`src/rtl/ble_rx_pkg.sv`:
```
// rtl/ble_rx_pkg.sv - shared types and constants for the BLE receive scan scheduler
package ble_rx_pkg;

    typedef enum logic [2:0] {
        ST_IDLE,
        ST_TUNE,
        ST_SETTLE,
        ST_LISTEN,
        ST_HOLD
    } scan_state_t;

    localparam logic [5:0] CH_ADV_FIRST = 6'd37;
    localparam logic [5:0] CH_ADV_LAST  = 6'd39;

    // Default intervals in cycles of the 16 MHz ADC clock
    localparam int DEF_SCAN_WINDOW   = 160_000;
    localparam int DEF_SETTLE_CYCLES = 1_600;
    localparam int DEF_HOLD_CYCLES   = 6_016;
    localparam int DEF_TUNE_TIMEOUT  = 4_096;

endpackage

```
`src/rtl/ble_chan_seq.sv`:
```
// rtl/ble_chan_seq.sv - advertising channel register, steps 37 -> 38 -> 39 -> 37
module ble_chan_seq
    import ble_rx_pkg::*;
(
    input  logic       clk,
    input  logic       rst,
    input  logic       load_first,
    input  logic       advance,
    output logic [5:0] channel
);

    // Anything outside the advertising range recovers to the first channel
    function automatic logic [5:0] adv_channel(input logic [5:0] ch);
        if (ch >= CH_ADV_FIRST && ch < CH_ADV_LAST)
            return ch + 6'd1;
        else
            return CH_ADV_FIRST;
    endfunction

    always_ff @(posedge clk or negedge rst) begin
        if (!rst) begin
            channel <= CH_ADV_FIRST;
        end else if (load_first) begin
            channel <= CH_ADV_FIRST;
        end else if (advance) begin
            channel <= adv_channel(channel);
        end
    end

endmodule

```
`src/rtl/ble_rx_scan_ctrl.sv`:
```
// rtl/ble_rx_scan_ctrl.sv - BLE advertising scan scheduler: tune, settle, listen, hold on detect
module ble_rx_scan_ctrl
    import ble_rx_pkg::*;
#(
    parameter int SCAN_WINDOW   = DEF_SCAN_WINDOW,
    parameter int SETTLE_CYCLES = DEF_SETTLE_CYCLES,
    parameter int HOLD_CYCLES   = DEF_HOLD_CYCLES,
    parameter int TUNE_TIMEOUT  = DEF_TUNE_TIMEOUT,
    parameter int CNT_W         = 24
) (
    input  logic        clk,
    input  logic        rst,
    input  logic        scan_en,
    input  logic        packet_detected,
    input  logic        tune_ack,
    output logic        tune_req,
    output logic [5:0]  channel,
    output logic        sniffer_en,
    output logic        pkt_valid,
    output logic [5:0]  pkt_channel,
    output logic [15:0] pkt_count,
    output logic        tune_error
);

    localparam logic [CNT_W-1:0] WIN_LAST  = CNT_W'(SCAN_WINDOW - 1);
    localparam logic [CNT_W-1:0] SET_LAST  = CNT_W'(SETTLE_CYCLES - 1);
    localparam logic [CNT_W-1:0] HOLD_LAST = CNT_W'(HOLD_CYCLES - 1);
    localparam logic [CNT_W-1:0] TO_LAST   = CNT_W'(TUNE_TIMEOUT - 1);

    scan_state_t      state;
    logic [CNT_W-1:0] cnt;
    logic             pd_q;
    logic             det_edge;
    logic             tune_timeout;
    logic             win_end;
    logic             hold_end;
    logic             ch_advance;
    logic             ch_load_first;

    assign det_edge = packet_detected & ~pd_q;

    // A detect in the last listen cycle pre-empts the window expiry
    always_comb begin
        tune_timeout  = (state == ST_TUNE) && !tune_ack && (cnt == TO_LAST);
        win_end       = (state == ST_LISTEN) && !det_edge && (cnt == WIN_LAST);
        hold_end      = (state == ST_HOLD) && (cnt == HOLD_LAST);
        ch_advance    = scan_en && (tune_timeout || win_end || hold_end);
        ch_load_first = (state == ST_IDLE) && scan_en;
    end

    ble_chan_seq u_chan_seq (
        .clk        (clk),
        .rst        (rst),
        .load_first (ch_load_first),
        .advance    (ch_advance),
        .channel    (channel)
    );

    always_ff @(posedge clk or negedge rst) begin
        if (!rst) begin
            state       <= ST_IDLE;
            cnt         <= '0;
            pd_q        <= 1'b0;
            tune_req    <= 1'b0;
            sniffer_en  <= 1'b0;
            pkt_valid   <= 1'b0;
            tune_error  <= 1'b0;
            pkt_channel <= '0;
            pkt_count   <= '0;
        end else begin
            pd_q       <= packet_detected;
            pkt_valid  <= 1'b0;
            tune_error <= 1'b0;
            if (state != ST_IDLE && !scan_en) begin
                state      <= ST_IDLE;
                cnt        <= '0;
                tune_req   <= 1'b0;
                sniffer_en <= 1'b0;
            end else begin
                case (state)
                    ST_IDLE: begin
                        if (scan_en) begin
                            state    <= ST_TUNE;
                            cnt      <= '0;
                            tune_req <= 1'b1;
                        end
                    end
                    ST_TUNE: begin
                        if (tune_ack) begin
                            state    <= ST_SETTLE;
                            cnt      <= '0;
                            tune_req <= 1'b0;
                        end else if (tune_timeout) begin
                            tune_error <= 1'b1;
                            cnt        <= '0;
                        end else begin
                            cnt <= cnt + CNT_W'(1);
                        end
                    end
                    ST_SETTLE: begin
                        if (cnt == SET_LAST) begin
                            state      <= ST_LISTEN;
                            cnt        <= '0;
                            sniffer_en <= 1'b1;
                        end else begin
                            cnt <= cnt + CNT_W'(1);
                        end
                    end
                    ST_LISTEN: begin
                        if (det_edge) begin
                            state       <= ST_HOLD;
                            cnt         <= '0;
                            pkt_valid   <= 1'b1;
                            pkt_channel <= channel;
                            if (pkt_count != 16'hFFFF)
                                pkt_count <= pkt_count + 16'd1;
                        end else if (win_end) begin
                            state      <= ST_TUNE;
                            cnt        <= '0;
                            sniffer_en <= 1'b0;
                            tune_req   <= 1'b1;
                        end else begin
                            cnt <= cnt + CNT_W'(1);
                        end
                    end
                    ST_HOLD: begin
                        if (hold_end) begin
                            state      <= ST_TUNE;
                            cnt        <= '0;
                            sniffer_en <= 1'b0;
                            tune_req   <= 1'b1;
                        end else begin
                            cnt <= cnt + CNT_W'(1);
                        end
                    end
                    default: begin
                        state      <= ST_IDLE;
                        cnt        <= '0;
                        tune_req   <= 1'b0;
                        sniffer_en <= 1'b0;
                    end
                endcase
            end
        end
    end

endmodule
```
`config.mk`:
```
export PLATFORM = sky130hd
export DESIGN_NAME = ble_rx_scan_ctrl
export DESIGN_NICKNAME = d
export VERILOG_FILES = /design/src/rtl/ble_rx_pkg.sv /design/src/rtl/ble_chan_seq.sv /design/src/rtl/ble_rx_scan_ctrl.sv
export SDC_FILE = /design/constraint.sdc
export NUM_CORES = 1
export LEC_CHECK = 0
export BUFFER_PORTS_ARGS = -buffer_cell sky130_fd_sc_hd__buf_2
export CORE_MARGIN = 2
export CORE_UTILIZATION = 27
export CTS_CLUSTER_SIZE = 25
export DETAILED_ROUTE_END_ITERATION = 8
export PLACE_DENSITY = 0.47
export SLEW_MARGIN = 20
export SYNTH_ARGS = -nofsm -noshare
export SYNTH_HDL_FRONTEND = slang
export SYNTH_HIERARCHICAL = 1
export SYNTH_SLANG_ARGS = --single-unit
```
`constraint.sdc`:
```
create_clock -name clk -period 2.9 [get_ports clk]
set_clock_uncertainty 0.05 [all_clocks]
set_input_delay 0.29 -clock clk [delete_from_list [all_inputs] [get_ports clk]]
set_output_delay 0.29 -clock clk [all_outputs]
set_load 0.01 [all_outputs]
```
* Yosys cells after proc, flatten, opt, wreduce, memory -nomap -nowiden
Index checks and enable logic that the tools add are counted.
** Word-level totals
- Logic and storage cells :: 99
- Bits of input ports :: 5
- Bits in registers :: 60
** Cells by class
- Reduce and logical (&&, ||, !) cells :: 23
- Add/subtract/negate cells :: 3
- Bitwise gates (word level) :: 3
- Equality and inequality tests :: 18
- $lt $le $gt $ge :: 2
- Muxes and demuxes :: 40
** Operator list (number)
- 24-bit 2-to-1 mux :: 8
- 24-bit one-hot mux with 5 select lines :: 1
- 24-bit by 1-bit adder with 24-bit output (second input constant) :: 1
- 24-bit by 11-bit equality test with 1-bit output (second input constant) :: 1
- 24-bit by 12-bit equality test with 1-bit output (second input constant) :: 1
- 24-bit by 13-bit equality test with 1-bit output (second input constant) :: 1
- 24-bit by 18-bit equality test with 1-bit output (second input constant) :: 1
- 3-bit 2-to-1 mux :: 7
- 1-bit 2-to-1 mux :: 18
- 6-bit 2-to-1 mux :: 3
- 16-bit by 1-bit adder with 16-bit output (second input constant) :: 1
- 16-bit inequality test (second input constant) :: 1
- 3-bit by 2-bit inequality test with 1-bit output (second input constant) :: 5
- 3-bit one-hot mux with 5 select lines :: 1
- 5-bit AND reduction :: 2
- 1-bit logical AND :: 9
- 6-bit by 1-bit adder with 6-bit output (second input constant) :: 1
- 3-bit by 2-bit equality test with 1-bit output (second input constant) :: 2
- 6-bit >= comparator (second input constant) :: 1
- 6-bit < comparator (second input constant) :: 1
- 6-bit AND reduction :: 1
- 1-bit one-hot mux with 5 select lines :: 1
- 4-bit by 3-bit inequality test with 1-bit output (second input constant) :: 1
- 1-bit one-hot mux with 4 select lines :: 1
- 15 further kinds :: 19

* Logic depth before layout (Yosys ltp)
Gate-level depths: netlist of the first run.
- Depth in word-level cells :: 10
- Depth in mapped cells :: 8

* Modules after synthesis
Netlist of the first run, hierarchy kept.
** Modules (own cells, without submodules)
- ble_rx_scan_ctrl :: sequential area each 1351.3 sq um, times used 1, cells an instance 311, area each 2970.3 sq um
- ble_chan_seq :: sequential area each 153.9 sq um, times used 1, cells an instance 29, area each 332.8 sq um

* Least setup slack after synthesis of the first run
OpenSTA, ideal clock, no wires.
- Path type :: register to register
- Start :: register cnt[20]
- End :: register cnt[13]
- Setup slack :: 321 ps
- Library setup time :: 118 ps
- Cell stages (with the launch flop) :: 8
- Path buffers :: 1
- Arrival time :: 2411 ps
- Cell sequence :: dfrtp_1 or4_4 nor4_4 a21boi_2 o41ai_4 buf_6 o21ai_1 a21o_1
** Between the ends
- Longest elaborated chain between the ends :: 6
- Elaborated cells between the ends (all ways) :: 15
** RTL lines
- start: declaration :: line ble_rx_scan_ctrl.sv:31 : logic [CNT_W-1:0] cnt;
- start signal: assignment :: line ble_rx_scan_ctrl.sv:97 : cnt <= cnt + CNT_W'(1);
- start signal: assignment :: line ble_rx_scan_ctrl.sv:106 : cnt <= cnt + CNT_W'(1);
- start signal: assignment :: line ble_rx_scan_ctrl.sv:123 : cnt <= cnt + CNT_W'(1);
- 24-bit by 18-bit equality test with 1-bit output or 24-bit by 12-bit equality test with 1-bit output (tied branches) :: line ble_rx_scan_ctrl.sv:45, ble_rx_scan_ctrl.sv:44
- 1-bit logical AND, on equally long branches :: line ble_rx_scan_ctrl.sv:45, ble_rx_scan_ctrl.sv:44
- 24-bit 2-to-1 mux, on equally long branches :: line ble_rx_scan_ctrl.sv:117, ble_rx_scan_ctrl.sv:93
- 24-bit 2-to-1 mux, on equally long branches :: line ble_rx_scan_ctrl.sv:110, ble_rx_scan_ctrl.sv:89
- 24-bit one-hot mux with 5 select lines * :: line ble_rx_scan_ctrl.sv:80 : case (state)
- 24-bit 2-to-1 mux * :: line ble_rx_scan_ctrl.sv:74 : if (state != ST_IDLE && !scan_en) begin
Mark *: on every way between the ends. The rest lies on a longest branch, timed or not.
A chain may end at the register's enable or synchronous reset.

* Worst setup path in the final report of the first run
- Start :: register cnt[11]
- End :: register cnt[13]
** Between the ends
- Longest elaborated chain between the ends :: 6
- Elaborated cells between the ends (all ways) :: 16
** RTL lines (line)
- parallel branches: the longest is 4 deep, another holds 24-bit by 1-bit adder with 24-bit output
- 24-bit one-hot mux with 5 select lines * :: ble_rx_scan_ctrl.sv:80
- 24-bit 2-to-1 mux * :: ble_rx_scan_ctrl.sv:74
Mark *: on every way between the ends.

==> impl_metrics.yaml, run 1 <==
grt:
  grt_pass1_wl_um: 14300
  grt_use_total: 0.138
  grt-ovfl-total: 0
  antenna_found_initial: 0
  grt_max_degree: 35
  grt_pass1_vias: 2834
clocking:
  cts_tree: "yes"
  cts_sinks: 60
  cts-root-buf: "clkbuf_16"
  insertion_delay_ns: 0.34
  htreeDepth: 3
  cts_buffer_depth: 2
  cts_setup_buffers: 0
  cts_buffers: 9
  clkTransAtPathRegs_ns: 0.05
hold_path:
  hold_depth: 1
  hp-start: "packet_detected"
  holdPathEnd: "pd_q"
  hold_path.class: "primary input to flip-flop"
drt:
  wire_per_inst_um: 15.1
  drc: 0
  via_count: 2810
  drtPass1Iterations: 4
  ant_nets: 0
  dr.first_iter.drc_count: 182
  wl_met3_um: 373
  totalWireLength_um: 8220
  route.met2.wl_um: 3680
  vias_per_cell: 5.17
  m1WireLength_um: 4050
  top_layer_used: "met4"
synth:
  ys_ff_latch: 60
  ys_seq_area_frac: 0.456
  syn_nets: 350
  synth_area_per_cell_um2: 9.72
  ys.warnings.count: 6
  synth_area_um2: 3300
  synth.distinct_cells: 59
  synth_edf_count: 0
  synthArstFlopShare: 1.00
  synth_top_flop_cell: "dfrtp_1"
  netlist_instances: 340
timing:
  setup_viol: 0
  finalHoldViolCount: 0
  clock.fmax_mhz: 374
  fin_crit_sh: 0.921
  final.setup.tns_ns: 0
  fin_crit_ns: 2.67
  max-slew-margin-rel: 0.530
  finalMaxSlewViolations: 0
  hold_slack_ns: 0.0376
  rsz0062_at_grt: "no"
  tightestPinTransition_ns: 0.704
status:
  outcome: "finished, final reports clean"
critical_path:
  worstReg2RegEnd: "cnt[13]"
  required_ns: 3.07
  regToRegSetupSlack_ns: 0.23
  r2r.worst_path.cells: 7
  cp.arrival_ns: 2.84
  cp-end-kind: "flip-flop"
  crit_path_start_kind: "flip-flop"
  crit_start: "cnt[11]"
  path_max_fanout: 16
  r2r-start: "cnt[11]"
  critPathKind: "flip-flop to flip-flop"
layout:
  drive_gt1_frac: 0.242
  antenna_cells: 0
  final_nets: 402
  final_cell_mix: "57 x dfrtp_1, 42 x nand2_1, 41 x nand3_1"
  area_growth_pct: 25.0
  final_common_cell: "dfrtp_1"
  final_core_util: 0.345
power:
  power_density_nw_per_um2: 729
  totalPowerFinal_mw: 3.01
  peakVddDrop_uv: 271
  p_leak_nw: 1.87
die:
  ios: 37
  start_util: 0.276
  fp.dieW_um: 115
  core_area_um2: 12000
  rows: 40
  die_y_um: 115
  dieArea_um2: 13100
place:
  place_congestion: 0.759
  dp_hpwl_um: 5800
  portBuffers: 36
run:
  cap_violations: 0
## per-layer routing
metal / track usage / vias to the layer above
met1: 0.181 / 1352
met3: 0.0371 / 10
li1: - / 1389
met5: 0 / -
met4: 0.0463 / 0
met2: 0.219 / 59
## flip-flops by register name, summed over array words and instances, names as in the netlist
signal / cells
pkt_valid: 1
pd_q: 1
tune_error: 1
state: 3
tune_req: 1
pkt_channel: 6
u_chan_seq/channel: 6
cnt: 24
sniffer_en: 1
pkt_count: 16
## cell families (layout without fill, tap and decap cells)
family                     after synthesis  after routing  share of synthesized area
and+or+nand+nor                        173            173                      0.295
DFF                                     60             60                      0.456
AOI/OAI and AO/OA                       59             59                      0.133
buffers and inverters                   18             75                     0.0258
xor gates and xnor gates                17             17                     0.0451
muxes                                    8              8                     0.0273
adders and majority gates                5              5                     0.0189
## Yosys cell counts (all sizes together) (5+ instances only)
master,instances,area share
nand3,42,0.065
and3,5,0.0095
dfrtp,57,0.43
buf,5,0.011
o311ai,9,0.024
nor2,13,0.015
or4,5,0.013
clkbuf,8,0.0091
ha,5,0.019
nor4,10,0.028
inv,5,0.0057
or3,13,0.025
nand2,42,0.048
mux2,8,0.027
o21ai,15,0.023
nand4,17,0.032
a21o,6,0.014
xnor2,13,0.034
nor3,8,0.012
a21oi,9,0.015
## critical path, stage by stage, from the launching register on
cell     delay (ns)
dfrtp_1        0.47
or4_1          0.54
nor4_1         0.44
a21oi_2        0.15
o41ai_4        0.36
buf_4          0.26
o21ai_1        0.09
a21o_1         0.19
## metrics by stage
stage | instance area (um2) | setup WS (ns) | instances
6_report | 4130 | 0.228 | 544
5_1_grt | 4130 | 0.0341 | 544
4_1_cts | 4130 | 0.227 | 544
3_5_place_dp | 3750 | 0.243 | 527
3_3_place_gp | 3750 | 0.251 | 527
2_1_floorplan | 3300 | 0.321 | 340
## worst max-delay path by stage
| stage | end | slack, ns |
|---|---|---|
| global route | u_chan_seq/channel[3] | 0.03 |
| global placement | cnt[5] | 0.25 |
| CTS | cnt[13] | 0.23 |
| floorplan | cnt[13] | 0.32 |
| finish | cnt[13] | 0.23 |
| detailed placement | cnt[6] | 0.24 |
## timing repair
item / CTS / global route
endpoints found under the hold margin: 23 / 0
resized for setup: 0 / 0
hold buffers: 1 / 0
## area by class of cell
cell class | count | area (um2)
clock buffer | 9 | 225
clock inverter | 7 | 146
fill | 1251 | 7830
inverter | 5 | 18.8
tap | 147 | 184
multi-input combinational | 262 | 1720
timing repair buffer | 54 | 330
sequential | 60 | 1510
## power by group
group          switching (mW)  internal (mW)  total (mW)
clock                   0.406          0.932        1.34
combinational           0.387          0.283       0.670
sequential             0.0811          0.920        1.00
Note: power is estimated with default switching activity, not from simulation.
==> run 2, diff against run 1 <==
CORE_UTILIZATION = 55   (was 27)
PLACE_DENSITY = 0.8   (was 0.47)
==> impl_metrics.yaml, run 2 (same netlist as run 1, synthesis figures left out) <==
grt:
  grt_pass1_wl_um: 13000
  grt_pass1_vias: 2810
  grt_use_total: 0.253
  antenna_found_initial: 0
  grt-ovfl-total: 0
  grt_max_degree: 46
place:
  dp_hpwl_um: 5270
  place_congestion: 0.884
  portBuffers: 36
critical_path:
  cp-end-kind: "flip-flop"
  crit_path_start_kind: "flip-flop"
  cp.arrival_ns: 2.86
  required_ns: 3.04
  path_max_fanout: 17
  critPathKind: "flip-flop to flip-flop"
clocking:
  cts_sinks: 60
  insertion_delay_ns: 0.33
  cts-root-buf: "clkbuf_8"
  cts_buffer_depth: 2
  cts_setup_buffers: 0
  cts_tree: "yes"
  htreeDepth: 3
  cts_buffers: 9
  clkTransAtPathRegs_ns: 0.07
power:
  power_density_nw_per_um2: 631
  peakVddDrop_uv: 376
  p_leak_nw: 1.80
layout:
  drive_gt1_frac: 0.251
  antenna_cells: 0
  ff_latch_area_um2: 1510
  largest-register: "cnt"
  largest_reg_flops: 24
  num-fill-cells: 492
  reg_top3: "cnt x24, pkt_count x16"
  final_nets: 403
  area_growth_pct: 17.7
  final_cell_mix: "57 x dfrtp_1, 42 x nand2_1, 41 x nand3_1"
  final_common_cell: "dfrtp_1"
  multi_input_area_um2: 1730
die:
  dieArea_um2: 6640
  core_area_um2: 5850
  die_y_um: 81.5
  rows: 28
  ios: 37
  start_util: 0.565
  fp.dieW_um: 81.5
timing:
  fin_crit_ns: 2.72
  tightestPinTransition_ns: 0.567
  finalMaxSlewViolations: 0
  max-slew-margin-rel: 0.622
  finalHoldViolCount: 0
  final.setup.tns_ns: 0
  rsz0062_at_grt: "no"
  clock.fmax_mhz: 367
  setup_viol: 0
  hold_slack_ns: 0.0373
  fin_crit_sh: 0.939
run:
  cap_violations: 0
drt:
  ant_nets: 0
  totalWireLength_um: 7620
  drtPass1Iterations: 5
  dr.first_iter.drc_count: 148
  via_count: 2963
  wire_per_inst_um: 16.1
  vias_per_cell: 6.26
  drc: 0
hold_path:
  hold_path.class: "primary input to flip-flop"
status:
  outcome: "finished, final reports clean"
==> run 2: changes by cell type in the layout (fill, tap and decap cells not counted), sizes merged <==
cell / previous run / this run
buf: 53 / 54
bufinv: 4 / 1
clkbuf: 9 / 11
clkinv: 2 / 1
clkinvlp: 0 / 2
==> run 2: stage by stage <==
step	area [um2]	total power, mW	util	cells	setup WS, ns
after global routing	3890	2.59	0.665	473	0.0352
after floorplan	3300	1.44	-	340	0.321
after CTS	3860	2.46	0.660	472	0.103
after global placement	3650	1.64	0.624	456	0.199
after detailed placement	3650	1.66	0.624	456	0.117
final	3890	2.46	0.665	473	0.178
==> run 2: worst max-delay path: stages, from the launching register on <==
cell	delay, ns
dfrtp_1	0.47
or4_1	0.54
nor4_1	0.41
a21oi_2	0.16
o41a_2	0.66
nand3_1	0.14
o311ai_0	0.14
==> run 2: per-layer routing <==
metal | part of all wire | vias to the layer above | track usage | wire (um)
met4 | 0.020 | 0 | 0.112 | 153
met1 | 0.45 | 1456 | 0.328 | 3440
met5 | 0 | - | 0 | 0
li1 | - | 1390 | - | -
met3 | 0.051 | 18 | 0.0407 | 389
met2 | 0.48 | 99 | 0.419 | 3640
==> run 2: area by class of cell <==
type,count,area share
inverter,5,0.00483
sequential,60,0.387
clock buffer,11,0.0389
multi-input combinational,262,0.446
timing repair buffer,55,0.0843
clock inverter,5,0.0151
tap,75,0.0241
==> run 2: report_power, final <==
| group | switching (mW) | internal (mW) |
|---|---|---|
| registers | 0.0862 | 0.918 |
| logic | 0.379 | 0.279 |
| clock network | 0.348 | 0.445 |
| total | 0.814 | 1.64 |
==> run 2: what timing repair did <==
item / in CTS / in global routing
hold buffers: 0 / 1
endpoints found under the hold margin: 0 / 40
endpoints found under the setup margin: 0 / 20
resized for setup: 0 / 3
==> run 2: path summary, 6_finish.rpt <==
| kind | from | end | slack [ns] | cells past startpoint |
|---|---|---|---|---|
| max in group asynchronous | rst | cnt[1] | 1.80 | 3 |
| min reg2reg | pkt_count[12] | pkt_count[12] | 0.45 | 1 |
| min | packet_detected | pd_q | 0.04 | 1 |
| max reg2reg | cnt[8] | cnt[11] | 0.18 | 6 |
| min in group asynchronous | rst | u_chan_seq/channel[4] | 0.44 | 2 |
| max | cnt[8] | cnt[11] | 0.18 | 6 |
